[src/rtl/vga_timing_generator.sv]
// VGA raster timing: free-running pixel/line counters, 1-based x/y for the pixel source,
// and a one-cycle output register stage that keeps RGB, syncs and frame_start aligned.
module vga_timing_generator #(
  parameter int H_ACTIVE = 640,
  parameter int H_FRONT  = 16,
  parameter int H_SYNC   = 96,
  parameter int H_BACK   = 48,
  parameter int V_ACTIVE = 480,
  parameter int V_FRONT  = 10,
  parameter int V_SYNC   = 2,
  parameter int V_BACK   = 33
) (
  input  logic        CLOCK_25,
  input  logic        reset,
  input  logic [2:0]  color,
  output logic [11:0] x,
  output logic [11:0] y,
  output logic        vga_r,
  output logic        vga_g,
  output logic        vga_b,
  output logic        vga_hs,
  output logic        vga_vs,
  output logic        frame_start
);

  localparam logic [11:0] H_ACT      = 12'(H_ACTIVE);
  localparam logic [11:0] H_LAST     = 12'(H_ACTIVE + H_FRONT + H_SYNC + H_BACK - 1);
  localparam logic [11:0] HS_START   = 12'(H_ACTIVE + H_FRONT);
  localparam logic [11:0] HS_END     = 12'(H_ACTIVE + H_FRONT + H_SYNC);
  localparam logic [11:0] V_ACT      = 12'(V_ACTIVE);
  localparam logic [11:0] V_LAST     = 12'(V_ACTIVE + V_FRONT + V_SYNC + V_BACK - 1);
  localparam logic [11:0] VS_START   = 12'(V_ACTIVE + V_FRONT);
  localparam logic [11:0] VS_END     = 12'(V_ACTIVE + V_FRONT + V_SYNC);

  logic [11:0] h_count;
  logic [11:0] v_count;
  logic        h_wrap;
  logic        v_wrap;
  logic        active;
  logic        hsync_n;
  logic        vsync_n;

  always_comb begin
    h_wrap  = (h_count == H_LAST);
    v_wrap  = (v_count == V_LAST);
    active  = (h_count < H_ACT) && (v_count < V_ACT);
    hsync_n = !((h_count >= HS_START) && (h_count < HS_END));
    // vsync depends on the line only, so it spans whole lines
    vsync_n = !((v_count >= VS_START) && (v_count < VS_END));
    x       = active ? h_count + 12'd1 : 12'd0;
    y       = active ? v_count + 12'd1 : 12'd0;
  end

  always_ff @(posedge CLOCK_25 or posedge reset) begin
    if (reset) begin
      h_count <= 12'd0;
      v_count <= 12'd0;
    end else begin
      h_count <= h_wrap ? 12'd0 : h_count + 12'd1;
      if (h_wrap) begin
        v_count <= v_wrap ? 12'd0 : v_count + 12'd1;
      end
    end
  end

  // Single register stage: color is the source's answer for this cycle's x/y
  always_ff @(posedge CLOCK_25 or posedge reset) begin
    if (reset) begin
      vga_r       <= 1'b0;
      vga_g       <= 1'b0;
      vga_b       <= 1'b0;
      vga_hs      <= 1'b1;
      vga_vs      <= 1'b1;
      frame_start <= 1'b0;
    end else begin
      vga_r       <= active & color[2];
      vga_g       <= active & color[1];
      vga_b       <= active & color[0];
      vga_hs      <= hsync_n;
      vga_vs      <= vsync_n;
      frame_start <= (h_count == 12'd0) && (v_count == 12'd0);
    end
  end

endmodule

[config.mk]
export PLATFORM = sky130hd
export DESIGN_NAME = vga_timing_generator
export DESIGN_NICKNAME = d
export VERILOG_FILES = /design/src/rtl/vga_timing_generator.sv
export SDC_FILE = /design/constraint.sdc
export NUM_CORES = 1
export LEC_CHECK = 0
export ABC_AREA = 1
export CAP_MARGIN = 25
export CORE_MARGIN = 1.5
export CORE_UTILIZATION = 40
export DETAILED_ROUTE_END_ITERATION = 6
export DONT_BUFFER_PORTS = 1
export PLACE_DENSITY_LB_ADDON = 0.3
export SYNTH_ARGS = -nofsm -noshare
export SYNTH_HDL_FRONTEND = slang
export SYNTH_SLANG_ARGS = --single-unit
[constraint.sdc]
create_clock -name CLOCK_25 -period 3.5 [get_ports CLOCK_25]
set_input_delay 0.875 -clock CLOCK_25 [delete_from_list [all_inputs] [get_ports CLOCK_25]]
set_output_delay 0.875 -clock CLOCK_25 [all_outputs]
set_load 0.01 [all_outputs]
# Yosys cells after proc, flatten, opt, wreduce, memory -nomap -nowiden
# Cells that the tools add are included.
# W data, S select, Z words.
op_classes:
  n_bitwise: 3
  add_sub_neg: 2
  n_reduce_logical: 8
  muxes: 4
  order_cmp: 6
  eq_ne: 2
ops:
  columns: ["op", "count"]
  rows:
  - ["$mux W12", 4]
  - ["$add A12 B1 Y12 const B", 2]
  - ["$eq A12 B10 Y1 const B", 2]
  - ["$logic_not A12 Y1", 2]
  - ["$lt A12 B10 Y1 const B", 2]
  - ["$lt A12 B9 Y1 const B", 2]
  - ["$ge A12 B10 Y1 const B", 1]
  - ["$ge A12 B9 Y1 const B", 1]
  - ["$logic_and A1 B1 Y1", 4]
  - ["$and A1 B1 Y1", 3]
  - ["$logic_not A1 Y1", 2]
word_totals:
  elab_cells: 33
  reg_bits: 30
  out_inout_bits: 30
  inputBits: 5

# Logic depth before layout (Yosys ltp)
logic_depth:
  ltp_word: 3
  ltp_mapped: 9
  ltp_nobuf: 9

# Least setup slack after synthesis
# No wires, ideal clock.
synth_path:
  path_kind: "reg2out"
  from: "register v_count[0]"
  to: "output y[6]"
  path_buffers: 0
  t_arrival_ns: 1.268
  stages_incl_launch_ff: 6
  slack_ns: 1.357
  t_required_ns: 2.625
  cell_sequence: "dfrtp_1 ha_1 nand3_1 nor2_2 xor2_1 nor2b_1"
synth_between:
  elab_chain_cells: 3
  elab_cells_between_ends: 4
  classes_between: "add/sub (1); order compare (1); mux (1); reduce/logical (1)"
synth_rtl:
  columns: ["element", "line", "text"]
  rows:
  - ["start: declaration", "36", "logic [11:0] v_count;"]
  - ["start signal: assignment", "61", "v_count <= v_wrap ? 12'd0 : v_count + 12'd1;"]
  - ["$lt A12 B9 Y1", "46", "active = (h_count < H_ACT) && (v_count < V_ACT);"]
  - ["$logic_and A1 B1 Y1", "46", null]
  - ["$mux W12 (*)", "51", "y = active ? v_count + 12'd1 : 12'd0;"]
  - ["end: declaration", "17", "output logic [11:0] y,"]
# Mark *: on every way between the ends. The rest lies on a longest branch, timed or not.

# Worst setup path after layout
layout_path:
  from: "register v_count[10]"
  to: "output y[6]"
layout_between:
  elab_chain_cells: 3
layout_rtl:
  columns: ["element", "line"]
  rows:
  - ["$lt A12 B9 Y1", "46"]
  - ["$logic_and A1 B1 Y1", "46"]
  - ["$mux W12", "51"]
# Every way passes these cells.

==> flow_summary.ini <==
[global_route]
track_usage_pct = 16.37
grt_pass1_vias = 1388
overflow = 0
antenna_found_initial = 0
grt_start_max_net_pins = 31
grt_pass1_wl_microns = 6624

[logic_synthesis]
syn_area_per_cell_sq_um = 7.762
ys_seq_area_share_pct = 39.45
yosysWarnings = 0
synth.distinct_cells = 30
ys_seq_elements = 30
synth_cells = 246
netlist_area_sq_um = 1909

[run]
cap_violations = 0

[timing]
fin_crit_sh_pct = 82.77
tns_ns = 0
tightest_slew_ns = 0.6691
setup_viol = 0
fin_skew_ns = 0.006820
fin_crit_ns = 2.897
maxSlewViolCount = 0
max-slew-margin-rel_pct = 55.29
fmax_mhz = 345.2
report.final.hold_viol_count = 0
grt_setup_unrepaired = no

[clock_tree]
cts_max_level = 2
cts_tree = yes
clock_latency_ns = 0.28
root_buffer = clkbuf_8
cts.sinks = 30
numCtsBuffers = 5
postCtsSetupBuffers = 0
clockBufferDepth = 2
cts-resized-gates = 0
path_clk_slew_ns = 0.06
hold_buffers = 0

[worst_setup_path]
crit_buf_inv = 0
worstPathArrival_ns = 2.02
regToRegStartpoint = v_count[10]
critPathKind = reg -> out
cp-end-kind = output port
r2r_end = vga_g
reg2reg_depth = 5
path_max_fanout = 22
crit_slowest_cell = nand4_2
cp_data_required_time_ns = 2.62
crit_family = simple AND/OR/NAND/NOR gates
path_cells = nor2_2, nand2_1, nor2_1, nand4_2, nor2b_1
crit_path_start_kind = register
r2r_slack_ns = 1.86
max_stage_delay_ns = 0.53
startpoint = v_count[10]

[layout]
area_delta_synth_final_pct = 4.849
nFillCells = 467
layout.nets = 258
multiInputGateArea_sq_um = 964.7
diodes = 0
drive_gt1_share_pct = 14.40
register_area_sq_um = 753.2
layout_commonest_cell = nand2_1
final_cell_mix = 54 x nand2_1, 42 x nor2_1, 30 x inv_1
final_core_util_pct = 44.74

[routing]
wl_microns = 3772
first_pass_iters = 4
avgViaCountPerCell = 4.795
vias = 1448
wl_per_cell_microns = 12.49
drc_errors = 0
dr.first_iter.drc_count = 99
ant_nets = 0

[floorplan]
die_y_microns = 72.09
io_pins = 35
die_w_microns = 72.09
die_area_sq_um = 5197
rows = 24
core_area_sq_um = 4474
start_util_pct = 42.67

[placement]
dp_hpwl_microns = 2819
gp_congestion = 0.8273
io_buffers = 0

[power_and_ir_drop]
power_density_nw_per_um2 = 310.9
vdd_ir_drop_max_mv = 0.1099
power_leakage_nw = 0.9985

[outcome]
status = completed

[min_path]
hold_path_class = reg -> reg
hold_start = h_count[11]
hold_end = h_count[11]
min_path_cells = 1
## Yosys cell counts, drive strengths merged
library cell	count	area, sq um
inv	34	127.6
ha	4	50.05
clkinv	1	3.750
nand4	5	43.79
a21oi	1	5.000
nand3	15	87.59
xor2	14	122.6
nor2	55	276.5
nand2	59	244.0
o21ai	6	33.78
dfstp	2	52.55
xnor2	2	17.52
conb	1	3.750
nor4	1	6.260
nor3	3	15.01
buf	9	75.07
nand3b	1	7.510
dfrtp	28	700.7
nor2b	5	36.29
## where the power goes
part	internal, mW	switching, mW
combinational	0.00159	0.00976
clock	0.141	0.120
sequential	0.349	0.00146
## state kept, by name (all words and copies together), names as in the netlist
| register | cells |
|---|---|
| vga_b | 1 |
| v_count | 12 |
| frame_start | 1 |
| vga_g | 1 |
| vga_vs | 1 |
| vga_r | 1 |
| h_count | 12 |
| vga_hs | 1 |
## worst max path at each step
| stage | depth (start not counted) | endpoint | slack, ns |
|---|---|---|---|
| floorplan | 5 | y[6] | 1.36 |
| global placement | 5 | x[7] | 0.95 |
| detailed placement | 5 | y[6] | 0.91 |
| CTS | 5 | y[6] | 0.57 |
| global route | 5 | y[1] | 0.41 |
| finish | 5 | y[6] | 0.60 |
## per-layer routing
metal	share of wire, %	vias to the layer above	GRT usage (%)
li1	-	746	-
met1	52	657	23.84
met2	42	41	23.97
met3	4.6	4	4.028
met4	0.72	0	5.031
met5	0	-	0
## area by class of cell
class	count	area share, %
well taps	52	3.250
clock buffers	8	4.000
multi-input cells	176	48.19
repair buffers	1	0.3750
inverters	35	6.563
flip-flops and latches	30	37.62
## kinds of logic after synthesis
| family | synth area share [%] |
|---|---|
| simple gates | 37.55 |
| buf+inv | 10.81 |
| flops | 39.45 |
| xor+xnor | 7.340 |
| compound gates | 2.031 |
| fa+ha+maj | 2.621 |
| other cells | 0.1964 |
## through the flow
step | instance area [sq um] | total power, mW | setup slack, ns | instances | hold WS, ns
2_1_floorplan | 1924 | 0.3693 | 1.357 | 250 | 0.4541
3_3_place_gp | 1922 | 0.3684 | 0.9529 | 294 | 0.4819
3_5_place_dp | 1922 | 0.3686 | 0.9066 | 294 | 0.4869
4_1_cts | 2002 | 0.6327 | 0.5729 | 302 | 0.4956
5_1_grt | 2002 | 0.6528 | 0.4127 | 302 | 0.5148
6_report | 2002 | 0.6223 | 0.6030 | 302 | 0.4890
Note: power is estimated with default switching activity, not from simulation.
